**src/rtl/tlb_op_ctrl.sv**
```systemverilog
// tlb_op_ctrl: initiator side of the TLB maintenance interface.
// Runs one TLBSRCH/TLBRD/TLBWR/TLBFILL/INVTLB at a time onto the TLB write,
// read, s1-search and invtlb ports, then holds the result for the CSR file.
// Build option: TLB_FILL_LFSR_EN takes the TLBFILL index from a 16-bit LFSR
// instead of the free-running wrap counter.
//
// state | meaning
// IDLE  | req_ready high; request operands and CSRs latched on accept
// EXEC  | exactly one cycle driving the TLB ports for the latched op
// RESP  | resp_valid high, resp_* held until resp_ready
module tlb_op_ctrl #(
    parameter  int TLBNUM = 16,
    localparam int IDXW   = $clog2(TLBNUM)
) (
    input  logic            clk,
    input  logic            resetn,
    input  logic            req_valid,
    output logic            req_ready,
    input  logic [2:0]      req_op,
    input  logic [4:0]      req_inv_op,
    input  logic [9:0]      req_inv_asid,
    input  logic [31:0]     req_inv_va,
    input  logic [31:0]     csr_tlbidx,
    input  logic [18:0]     csr_tlbehi_vppn,
    input  logic [9:0]      csr_asid,
    input  logic [31:0]     csr_tlbelo0,
    input  logic [31:0]     csr_tlbelo1,
    input  logic            csr_refill,
    output logic            s1_own,
    output logic [18:0]     s1_vppn,
    output logic [9:0]      s1_asid,
    output logic            s1_va_bit12,
    input  logic            s1_found,
    input  logic [IDXW-1:0] s1_index,
    output logic            invtlb_valid,
    output logic [4:0]      invtlb_op,
    output logic            we,
    output logic [IDXW-1:0] w_index,
    output logic [88:0]     w_bus,
    output logic [IDXW-1:0] r_index,
    input  logic [88:0]     r_bus,
    output logic            resp_valid,
    input  logic            resp_ready,
    output logic [2:0]      resp_op,
    output logic            resp_err,
    output logic            resp_found,
    output logic [IDXW-1:0] resp_index,
    output logic [88:0]     resp_entry
);

    typedef enum logic [1:0] {ST_IDLE, ST_EXEC, ST_RESP} state_t;

    localparam logic [2:0] OP_SRCH = 3'd0;
    localparam logic [2:0] OP_RD   = 3'd1;
    localparam logic [2:0] OP_WR   = 3'd2;
    localparam logic [2:0] OP_FILL = 3'd3;
    localparam logic [2:0] OP_INV  = 3'd4;
    localparam logic [IDXW-1:0] IDX_ONE = IDXW'(1);

    state_t state, state_nx;

    logic [2:0]      op_q;
    logic [4:0]      inv_op_q;
    logic [9:0]      inv_asid_q;
    logic [18:0]     inv_vppn_q;
    logic [IDXW-1:0] idx_q;
    logic [5:0]      ps_q;
    logic            ne_q;
    logic [18:0]     vppn_q;
    logic [9:0]      asid_q;
    logic            g_q;
    logic [25:0]     lo0_q, lo1_q;
    logic            refill_q;
    logic [IDXW-1:0] fill_idx_q;
    logic [IDXW-1:0] fill_cnt;
    logic [IDXW-1:0] fill_src;

    logic [2:0]      resp_op_q;
    logic            resp_err_q;
    logic            resp_found_q;
    logic [IDXW-1:0] resp_index_q;
    logic [88:0]     resp_entry_q;

    logic            op_illegal;
    logic            accept;
    logic [88:0]     w_bus_full;

    // Fields of TLBELO that never reach the TLB entry.
    logic unused_bits;
    assign unused_bits = ^{csr_tlbidx[30], csr_tlbidx[23:IDXW], csr_tlbelo0[31:28],
                           csr_tlbelo0[7], csr_tlbelo1[31:28], csr_tlbelo1[7],
                           req_inv_va[12:0]};

    // TLBELO -> entry lo half: {ppn, plv, mat, d, v}
    function automatic logic [25:0] lo_fields(input logic [31:0] elo);
        return {elo[27:8], elo[3:2], elo[5:4], elo[1], elo[0]};
    endfunction

    assign accept      = (state == ST_IDLE) && req_valid;
    assign op_illegal  = (op_q > OP_INV) || ((op_q == OP_INV) && (inv_op_q > 5'd6));
    // A refill-exception write always creates a valid entry regardless of NE.
    assign w_bus_full  = {refill_q | ~ne_q, vppn_q, ps_q, asid_q, g_q, lo0_q, lo1_q};
    assign s1_va_bit12 = 1'b0;

    // Fill index source: free-running counter wrapping at TLBNUM-1.
    always_ff @(posedge clk or negedge resetn) begin
        if (!resetn) fill_cnt <= '0;
        else         fill_cnt <= fill_cnt + IDX_ONE;
    end

`ifdef TLB_FILL_LFSR_EN
    logic [15:0] lfsr;
    logic        unused_cnt;
    assign unused_cnt = ^fill_cnt;
    assign fill_src   = lfsr[IDXW-1:0];

    // Fibonacci LFSR, taps 16,14,13,11, stepping every cycle.
    always_ff @(posedge clk or negedge resetn) begin
        if (!resetn) lfsr <= 16'hACE1;
        else         lfsr <= {lfsr[14:0], lfsr[15] ^ lfsr[13] ^ lfsr[12] ^ lfsr[10]};
    end
`else
    assign fill_src = fill_cnt;
`endif

    // State register.
    always_ff @(posedge clk or negedge resetn) begin
        if (!resetn) state <= ST_IDLE;
        else         state <= state_nx;
    end

    // Operand capture at accept; later CSR changes do not affect the op in flight.
    always_ff @(posedge clk or negedge resetn) begin
        if (!resetn) begin
            op_q       <= '0;
            inv_op_q   <= '0;
            inv_asid_q <= '0;
            inv_vppn_q <= '0;
            idx_q      <= '0;
            ps_q       <= '0;
            ne_q       <= 1'b0;
            vppn_q     <= '0;
            asid_q     <= '0;
            g_q        <= 1'b0;
            lo0_q      <= '0;
            lo1_q      <= '0;
            refill_q   <= 1'b0;
            fill_idx_q <= '0;
        end else if (accept) begin
            op_q       <= req_op;
            inv_op_q   <= req_inv_op;
            inv_asid_q <= req_inv_asid;
            inv_vppn_q <= req_inv_va[31:13];
            idx_q      <= csr_tlbidx[IDXW-1:0];
            ps_q       <= csr_tlbidx[29:24];
            ne_q       <= csr_tlbidx[31];
            vppn_q     <= csr_tlbehi_vppn;
            asid_q     <= csr_asid;
            g_q        <= csr_tlbelo0[6] & csr_tlbelo1[6];
            lo0_q      <= lo_fields(csr_tlbelo0);
            lo1_q      <= lo_fields(csr_tlbelo1);
            refill_q   <= csr_refill;
            fill_idx_q <= fill_src;
        end
    end

    // Result capture at the end of EXEC; held unchanged through RESP.
    always_ff @(posedge clk or negedge resetn) begin
        if (!resetn) begin
            resp_op_q    <= '0;
            resp_err_q   <= 1'b0;
            resp_found_q <= 1'b0;
            resp_index_q <= '0;
            resp_entry_q <= '0;
        end else if (state == ST_EXEC) begin
            resp_op_q    <= op_q;
            resp_err_q   <= op_illegal;
            resp_found_q <= 1'b0;
            resp_index_q <= '0;
            resp_entry_q <= '0;
            if (!op_illegal) begin
                case (op_q)
                    OP_SRCH: begin
                        resp_found_q <= s1_found;
                        resp_index_q <= s1_index;
                    end
                    OP_RD: begin
                        resp_found_q <= r_bus[88];
                        resp_index_q <= idx_q;
                        resp_entry_q <= r_bus;
                    end
                    OP_WR:   resp_index_q <= idx_q;
                    OP_FILL: resp_index_q <= fill_idx_q;
                    default: ;
                endcase
            end
        end
    end

    assign resp_valid = (state == ST_RESP);
    assign resp_op    = resp_op_q;
    assign resp_err   = resp_err_q;
    assign resp_found = resp_found_q;
    assign resp_index = resp_index_q;
    assign resp_entry = resp_entry_q;

    // Next state and TLB port drive; ports are only touched during EXEC.
    always_comb begin
        state_nx     = state;
        req_ready    = 1'b0;
        s1_own       = 1'b0;
        s1_vppn      = '0;
        s1_asid      = '0;
        invtlb_valid = 1'b0;
        invtlb_op    = '0;
        we           = 1'b0;
        w_index      = '0;
        w_bus        = '0;
        r_index      = '0;
        case (state)
            ST_IDLE: begin
                req_ready = 1'b1;
                if (req_valid) state_nx = ST_EXEC;
            end
            ST_EXEC: begin
                state_nx = ST_RESP;
                if (!op_illegal) begin
                    case (op_q)
                        OP_SRCH: begin
                            s1_own  = 1'b1;
                            s1_vppn = vppn_q;
                            s1_asid = asid_q;
                        end
                        OP_RD: r_index = idx_q;
                        OP_WR: begin
                            we      = 1'b1;
                            w_index = idx_q;
                            w_bus   = w_bus_full;
                        end
                        OP_FILL: begin
                            we      = 1'b1;
                            w_index = fill_idx_q;
                            w_bus   = w_bus_full;
                        end
                        OP_INV: begin
                            s1_own       = 1'b1;
                            s1_vppn      = inv_vppn_q;
                            s1_asid      = inv_asid_q;
                            invtlb_valid = 1'b1;
                            invtlb_op    = inv_op_q;
                        end
                        default: ;
                    endcase
                end
            end
            ST_RESP: begin
                if (resp_ready) state_nx = ST_IDLE;
            end
            default: state_nx = ST_IDLE;
        endcase
    end

endmodule

```
**config.mk**
```make
export PLATFORM = sky130hd
export DESIGN_NAME = tlb_op_ctrl
export DESIGN_NICKNAME = d
export VERILOG_FILES = /design/src/rtl/tlb_op_ctrl.sv
export SDC_FILE = /design/constraint.sdc
export NUM_CORES = 1
export LEC_CHECK = 0
export BUFFER_PORTS_ARGS = -buffer_cell sky130_fd_sc_hd__clkbuf_2
export CAP_MARGIN = 25
export CORE_AREA = 2 2 196 198
export CTS_BUF_LIST = sky130_fd_sc_hd__clkbuf_4 sky130_fd_sc_hd__clkbuf_8 sky130_fd_sc_hd__clkbuf_16
export DETAILED_ROUTE_END_ITERATION = 6
export DIE_AREA = 0 0 198 200
export PLACE_DENSITY = 0.56
export SLEW_MARGIN = 20
export SYNTH_ARGS = -nofsm -noshare
export SYNTH_HDL_FRONTEND = slang
export SYNTH_SLANG_ARGS = --single-unit
```
**constraint.sdc**
```tcl
create_clock -name clk -period 4.64 [get_ports clk]
set_input_delay 0.696 -clock clk [delete_from_list [all_inputs] [get_ports clk]]
set_output_delay 0.696 -clock clk [all_outputs]
set_load 0.005 [all_outputs]
```
After elaboration in Yosys (flattened, before gate mapping)
Index checks and enable logic that the tools add are counted.
Widths: inputs -> output; s select.
- output and inout bits: 235
- flip-flop bits (word level): 239
- multiplexer cells: 37
- bitwise logic cells: 3
- equality and inequality tests: 8
- reductions and logical operators: 9
- add/subtract/negate cells: 1
- magnitude comparators: 2
- operator list (cell ; number):
    $mux 89 ; 5
    $mux 19 ; 2
    $pmux 19 s2 ; 1
    $mux 4 ; 6
    $mux 10 ; 2
    $pmux 10 s2 ; 1
    $mux 5 ; 3
    $pmux 4 s3 ; 1
    $mux 1 ; 11
    $pmux 4 s2 ; 1
    $eq 3x2->1 const B ; 2
    $pmux 2 s3 ; 1
    $reduce_or 2->1 ; 3
    $gt 5x3->1 const B ; 1
    $add 4x1->4 const B ; 1
    $mux 2 ; 2
    $eq 3x1->1 const B ; 1
    $eq 3x3->1 const B ; 1
    $gt 3x3->1 const B ; 1
    $logic_not 3->1 ; 1
    $eq 2x1->1 const B ; 1
    $eq 2x2->1 const B ; 1
    $logic_and 1x1->1 ; 2
    $logic_not 2->1 ; 1
    other kinds (8) ; 8

Depth between registers and ports, before layout
Gate-level depths: netlist of the first run.
- depth after elaboration: 5
- gate-level depth with buffers: 6

Least setup slack after synthesis of the first run
No wires, ideal clock.
- kind: reg2out
- from: reg op_q[1]
- to: out s1_asid[1]
- path slack: 2.499 ns
- arrival: 1.445 ns
- stages on the path, launching flop included: 5
- path buffers: 1
- cells stage by stage: dfrtp_1 -> or2_4 -> nor4b_4 -> buf_6 -> a22o_1
- longest elaborated chain between the ends: 5
- elaborated cells on any way between the ends: 8
- those cells by class: order compare: 1; eq/ne: 1; mux: 3; reduce/logical: 3
- RTL lines (what ; line ; text):
    from (decl) ; 62 ; logic [2:0] op_q;
    from (signal assigned) ; 150 ; op_q <= req_op;
    parallel branches: the longest is 3 deep, another holds $gt 3x3->1 ; - ;
    $mux 10 (*) ; 227 ; if (!op_illegal) begin
    $mux 10 (*) ; 220 ; case (state)
    to (decl) ; 31 ; output logic [9:0] s1_asid,
Mark *: on every way between the ends.

Final worst setup path of the first run
- from: reg op_q[2]
- to: out w_bus[2]
- longest elaborated chain between the ends: 5
- elaborated cells on any way between the ends: 10
- those cells by class: order compare: 1; eq/ne: 3; mux: 3; reduce/logical: 3
- RTL lines (what ; line ; text):
    $eq 3x2->1 / $eq 3x3->1 (equally long branches) ; 228, 100 ;
    $reduce_or 2->1 (no source line) / $logic_and 1x1->1 (equally long branches) ; - ;
    $mux 89 / $logic_or 1x1->1 (equally long branches) ; 228, 100 ;
    $mux 89 (*) ; 227 ;
    $mux 89 (*) ; 220 ;
    to (decl) ; 39 ; output logic [88:0] w_bus,
Every way passes the cells marked *; elsewhere a longest branch is shown, timed or not.

==> qor.yml, run 1 <==
run_status:
  status: "complete, no violations"
logic_synthesis:
  yosys.area.top_type: "dfrtp_1"
  ys_ff_latch: 239
  synth_edf_count: 0
  synth_cell_types: 33
  ys_seq_area_share_pct: 61.01
  synth.avg_cell_area_um2: 14.06
  synth_flop_cell: "dfrtp_1"
  syn_inst: 697
  synth_area_um2: 9803
  synth_top_area_share_pct: 61.01
  netlist_top_cells_area: "dfrtp_1 (61%), mux2_2 (16%), a22o_1 (11%)"
  yosysWarningCount: 0
  synth-async-reset-ratio_pct: 100.0
sta:
  worst_slew_pin_slew_ns: 1.005
  hold_viol_final: 0
  setup_viol: 0
  finalCritPeriodShare_pct: 78.55
  finalCriticalPeriod_ns: 3.645
  fmax_mhz: 274.4
  whs_ns: 0.2139
  final_max_slew_viol_count: 0
  tns_ns: 0
  setup_slack_ns: 0.9953
  max_slew_margin_pct: 32.69
  grt_setup_unrepaired: "no"
  skew_ns: 0.03087
place:
  io_buffers: 461
  place_hpwl_um: 21010
  globalplace.congestion: 0.7895
  pre_cts_slack_ns: 1.495
  dp.cells: 1624
global_routing:
  grt_pass1_wl_um: 43610
  first_global_vias: 7387
  overflow: 0
  grt_usage_pct: 14.13
  grt_max_degree: 139
  grt_antenna_before_repair: 1
clock_tree:
  htreeDepth: 1
  cts_buffers: 28
  clk_path_buf_depth: 3
  cts_tree: "built"
  cts_setup_buffers: 0
  cts.sinks: 239
  cts_hold_buf: 0
  path_clk_slew_ns: 0.06
  clk_latency_ns: 0.56
  cts_resized: 0
  cts_root_buffer: "clkbuf_16"
critical_path:
  reg2reg_slack_ns: 1.66
  startpoint_type: "flip-flop"
  worst-path-max-fanout: 42
  crit_buf_inv: 3
  arrival_ns: 2.95
  rr_startpoint: "state[0]$_DFFE_PN0P_"
  worstSetupPathType: "flip-flop to output pin"
  cp_top_family: "buffers and inverters"
  slowest_delay_ns: 0.58
  end_kind: "output pin"
  path_cells: "nand4bb_1 > inv_2 > buf_4 > and2_1 > clkbuf_2"
  setup.worst_path.start: "op_q[2]$_DFFE_PN0P_"
  critPathRequiredTime_ns: 3.94
  crit_slowest_cell: "nand4bb_1"
floorplan:
  start_util_pct: 26.21
  fp.dieW_um: 198
  fp.dieH_um: 200
  io_pins: 509
  coreArea_um2: 37400
  die_area_um2: 39600
  rows: 71
route:
  via_count: 7427
  detail-route-antenna-nets: 0
  avgRoutedWirePerCell_um: 17.82
  via_per_inst: 4.429
  drt-total-wl_um: 29880
  drc: 0
  drt-pass1-iter-count: 4
  drt_iter0_drc: 210
finish:
  nets: 1418
  fin_cells: 1677
  nFillCells: 3691
  layout-drive-gt1-share_pct: 57.47
  area_growth_pct: 39.20
  final_util_pct: 36.49
pwr:
  power_leakage_nw: 6.963
  peakVddDrop_uv: 311.8
  powerDensity_nw_per_um2: 617.1
run:
  drv_cap: 0
worst_hold_path:
  min_path_type: "primary input to async pin"
## power by group
group	total [mW]	switching, mW	internal (mW)	leakage (nW)
logic	2.40	1.04	1.36	3.45
clock network	2.43	0.881	1.55	0.521
registers	3.59	0.569	3.02	2.99
## cell families (layout without fill, tap and decap cells)
family	count (synthesis)	count (layout)	share of synthesized area, %
XOR/XNOR	2	2	0.1787
buffers and inverters	61	526	3.089
flip-flops	239	239	61.01
other	1	5	0.03825
AO/OA/AOI/OAI	129	129	11.40
AND/OR/NAND/NOR	120	120	7.671
multiplexers	144	144	16.49
adder cells (fa/ha/maj)	1	1	0.1276
## layout by cell type, fill, tap and decap left out, drive strengths merged
cell	n
or2	1
o21ai	4
nor4b	2
xnor2	1
nor3	2
xor2	1
a21oi	1
nand2	4
and2	94
nand3b	1
and3	1
clkinv	2
a22o	119
buf	10
a221o	4
dfrtp	239
ha	1
diode	2
mux2	140
o21ba	1
clkbuf	505
nor3b	1
inv	5
nand4bb	1
bufinv	4
mux2i	4
nor2	8
nor4	1
conb	3
nand2b	2
nand3	2
## state kept, by name, indices dropped and copies added (netlist names)
signal      cells
resp_err        1
inv_vppn_q     19
ps_q            6
fill_idx_q      4
resp_entry     89
vppn_q         19
refill_q        1
ne_q            1
resp_found      1
lo1_q          26
inv_op_q        5
g_q             1
lo0_q          26
resp_index      4
resp_op         3
op_q            3
fill_cnt        4
asid_q         10
inv_asid_q     10
state           2
idx_q           4
## per-stage QoR
step / power, mW / instance area [um2]
4_1_cts: 8.571 / 13640
5_1_grt: 8.942 / 13640
3_5_place_dp: 6.069 / 12600
6_report: 8.421 / 13650
2_1_floorplan: 4.983 / 9811
3_3_place_gp: 5.994 / 12600
## routing by layer
layer | vias to the layer above | GRT usage, % | share of wire, %
met3 | 53 | 5.292 | 9.7
met5 | - | 0 | 0.044
met2 | 331 | 24.65 | 49
met4 | 2 | 4.456 | 2.7
li1 | 3398 | - | -
met1 | 3643 | 16.06 | 38
## cell type report
type	count	area, um2	area share [%]
Antenna cell	2	5.005	0.03668
Clock buffer	45	908.4	6.657
Clock inverter	6	130.1	0.9536
Inverter	5	18.77	0.1375
Multi-Input combinational cell	399	3553	26.04
Sequential cell	239	5981	43.83
Tap cell	511	639.4	4.685
Timing Repair Buffer	470	2410	17.66
## cell usage after synthesis (2+ instances only)
cell / instances
a221o_1: 4
a22o_1: 119
and2_1: 94
buf_1: 4
buf_2: 29
buf_4: 4
buf_6: 3
clkbuf_1: 16
dfrtp_1: 239
inv_1: 4
mux2_2: 140
mux2i_1: 4
nand2_1: 4
nand2b_1: 2
nand3_1: 2
nor2_1: 8
nor3_1: 2
o21ai_0: 4
## final timing paths
path                                                   end  cells after the start
min in group clk                      refill_q$_DFFE_PN0P_                      3
max in group asynchronous           vppn_q[11]$_DFFE_PN0P_                      2
worst max-delay path                              w_bus[2]                      5
worst min register to register       fill_cnt[3]$_DFF_PN0_                      1
worst min-delay path            resp_entry[10]$_DFFE_PN0P_                      1
worst max register to register  resp_entry[35]$_DFFE_PN0P_                      4
## worst register-to-register path, delay by kind of cell (launching register included)
family                 cells  cell delay (ns)
buffers and inverters      1             0.77
DFF                        1             0.50
AOI/OAI and AO/OA          1             0.32
and+or+nand+nor            2             1.28
No activity file was read; power rests on OpenSTA's default activity.
==> run 2: changes to the inputs <==
==> constraint.sdc (replaced) <==
create_clock -name clk -period 3.7 [get_ports clk]
set_input_delay 0.555 -clock clk [delete_from_list [all_inputs] [get_ports clk]]
set_output_delay 0.555 -clock clk [all_outputs]
set_load 0.005 [all_outputs]
==> run 2 against run 1 <==
Compared with the run above:
- first-iteration DRC count is 18% lower
- sequential share of layout area hardly changed
- largest cell class unchanged
- wire length is 1.2% lower
- register-to-register slack worse by 0.61 ns
==> qor.yml, run 2 (synthesis gave the netlist of run 1 again) <==
route:
  detail-route-antenna-nets: 0
  drt-pass1-iter-count: 4
  drt-total-wl_um: 29530
  via_count: 7486
  drt_iter0_drc: 172
  via_per_inst: 4.456
  avgRoutedWirePerCell_um: 17.58
  drc: 0
clock_tree:
  cts_setup_buffers: 0
  path_clk_slew_ns: 0.06
  cts_resized: 0
  cts_tree: "built"
  htreeDepth: 1
  cts_hold_buf: 0
  clk_latency_ns: 0.55
  cts_root_buffer: "clkbuf_16"
  clk_path_buf_depth: 3
  cts_buffers: 28
  cts.sinks: 239
sta:
  setup_viol: 0
  max_slew_margin_pct: 41.46
  hold_viol_final: 0
  skew_ns: 0.01754
  tns_ns: 0
  finalCriticalPeriod_ns: 3.000
  final_max_slew_viol_count: 0
  fmax_mhz: 333.3
  worst_slew_pin_slew_ns: 0.8781
  finalCritPeriodShare_pct: 81.08
  grt_setup_unrepaired: "no"
  whs_ns: 0.02239
pwr:
  power_leakage_nw: 6.950
  p_sw_share_pct: 29.94
  peakVddDrop_uv: 364.9
  p_total_mw: 10.42
  p_clk_share_pct: 27.9
  comb_power_share_pct: 29.2
  p_int_mw: 7.301
  p_switching_mw: 3.120
  p_seq_share_pct: 43.0
  powerDensity_nw_per_um2: 764.0
global_routing:
  grt_usage_pct: 14.02
  grt_antenna_before_repair: 5
  overflow: 0
  grt_max_degree: 139
  first_global_vias: 7511
  grt_pass1_wl_um: 43270
critical_path:
  worst-path-max-fanout: 36
  crit_slowest_cell: "nor4b_4"
  cp_top_family: "simple AND/OR/NAND/NOR gates"
  slowest_delay_ns: 0.66
  crit_buf_inv: 1
  startpoint_type: "flip-flop"
  critPathRequiredTime_ns: 3.14
  arrival_ns: 2.44
  path_cells: "nand2b_4 > nor4b_4 > and2_1 > clkbuf_2"
  worstSetupPathType: "flip-flop to output pin"
  end_kind: "output pin"
floorplan:
  die_area_um2: 39600
  fp.dieH_um: 200
  rows: 71
  start_util_pct: 26.21
  coreArea_um2: 37400
  fp.dieW_um: 198
  io_pins: 509
run:
  drv_cap: 0
run_status:
  status: "complete, no violations"
finish:
  final_util_pct: 36.47
  largest_register_ffs: 89
  mostFrequentLayoutCell: "clkbuf_2"
  nFillCells: 3698
  nets: 1421
  area_growth_pct: 39.13
  final_area_um2: 13640
  layout-drive-gt1-share_pct: 57.55
  final_cell_mix: "clkbuf_2 (460), dfrtp_1 (239), mux2_2 (140), a22o_1 (119), and2_1 (94)"
place:
  place_hpwl_um: 20940
  placed_area_um2: 12650
  io_buffers: 461
  globalplace.congestion: 0.7622
worst_hold_path:
  min_path_type: "primary input to async pin"
-- run 2: layer usage --
metal / up-vias / wire length [um] / global-route usage [%] / part of all wire, %
met5: - / 9 / 0 / 0.030
met1: 3680 / 11290 / 15.90 / 38
met2: 334 / 14460 / 24.11 / 49
met4: 2 / 846 / 5.653 / 2.9
li1: 3406 / - / - / -
met3: 64 / 2925 / 5.007 / 9.9
-- run 2: area by class of cell --
cell class                      instances  area, um2  share of cell area (%)
Antenna cell                            3      7.507                 0.05504
Clock buffer                           40      845.8                   6.201
Clock inverter                         10      136.4                  0.9999
Inverter                                5      18.77                  0.1376
Multi-Input combinational cell        399       3553                   26.05
Sequential cell                       239       5981                   43.85
Tap cell                              511      639.4                   4.688
Timing Repair Buffer                  473       2457                   18.02
-- run 2: through the flow --
step	std cells	worst slack [ns]
floorplan	699	1.700
global placement	1627	0.9719
detailed placement	1627	0.9770
CTS	1677	0.5665
global route	1679	0.4355
finish	1680	0.7001
-- run 2: path summary, 6_finish.rpt --
kind / start / to / slack, ns / depth (start not counted)
max: state[1]$_DFFE_PN0P_ / r_index[0] / 0.70 / 4
min: resetn / resp_entry[65]$_DFFE_PN0P_ / 0.02 / 1
max reg2reg: state[1]$_DFFE_PN0P_ / resp_entry[82]$_DFFE_PN0P_ / 1.05 / 4
min reg2reg: fill_cnt[3]$_DFF_PN0_ / fill_cnt[3]$_DFF_PN0_ / 0.47 / 1
max in group asynchronous: resetn / resp_entry[40]$_DFFE_PN0P_ / 2.77 / 2
min in group clk: resp_ready / state[1]$_DFFE_PN0P_ / 0.19 / 2
-- run 2: power by group through the flow --
stage	Combinational [mW]	Sequential (mW)	Clock [mW]
final	3.04	4.48	2.90
after global routing	3.34	4.64	3.10
after CTS	3.11	4.49	3.01
after detailed placement	3.10	4.52	0
after global placement	3.05	4.48	0
after floorplan	1.89	4.36	0
-- run 2: worst reg2reg max path: cells and delay by family, from the launching register on --
kind | cells | cell delay, ns
buf+inv | 1 | 0.79
simple gates | 2 | 1.05
flops | 1 | 0.44
compound gates | 1 | 0.28
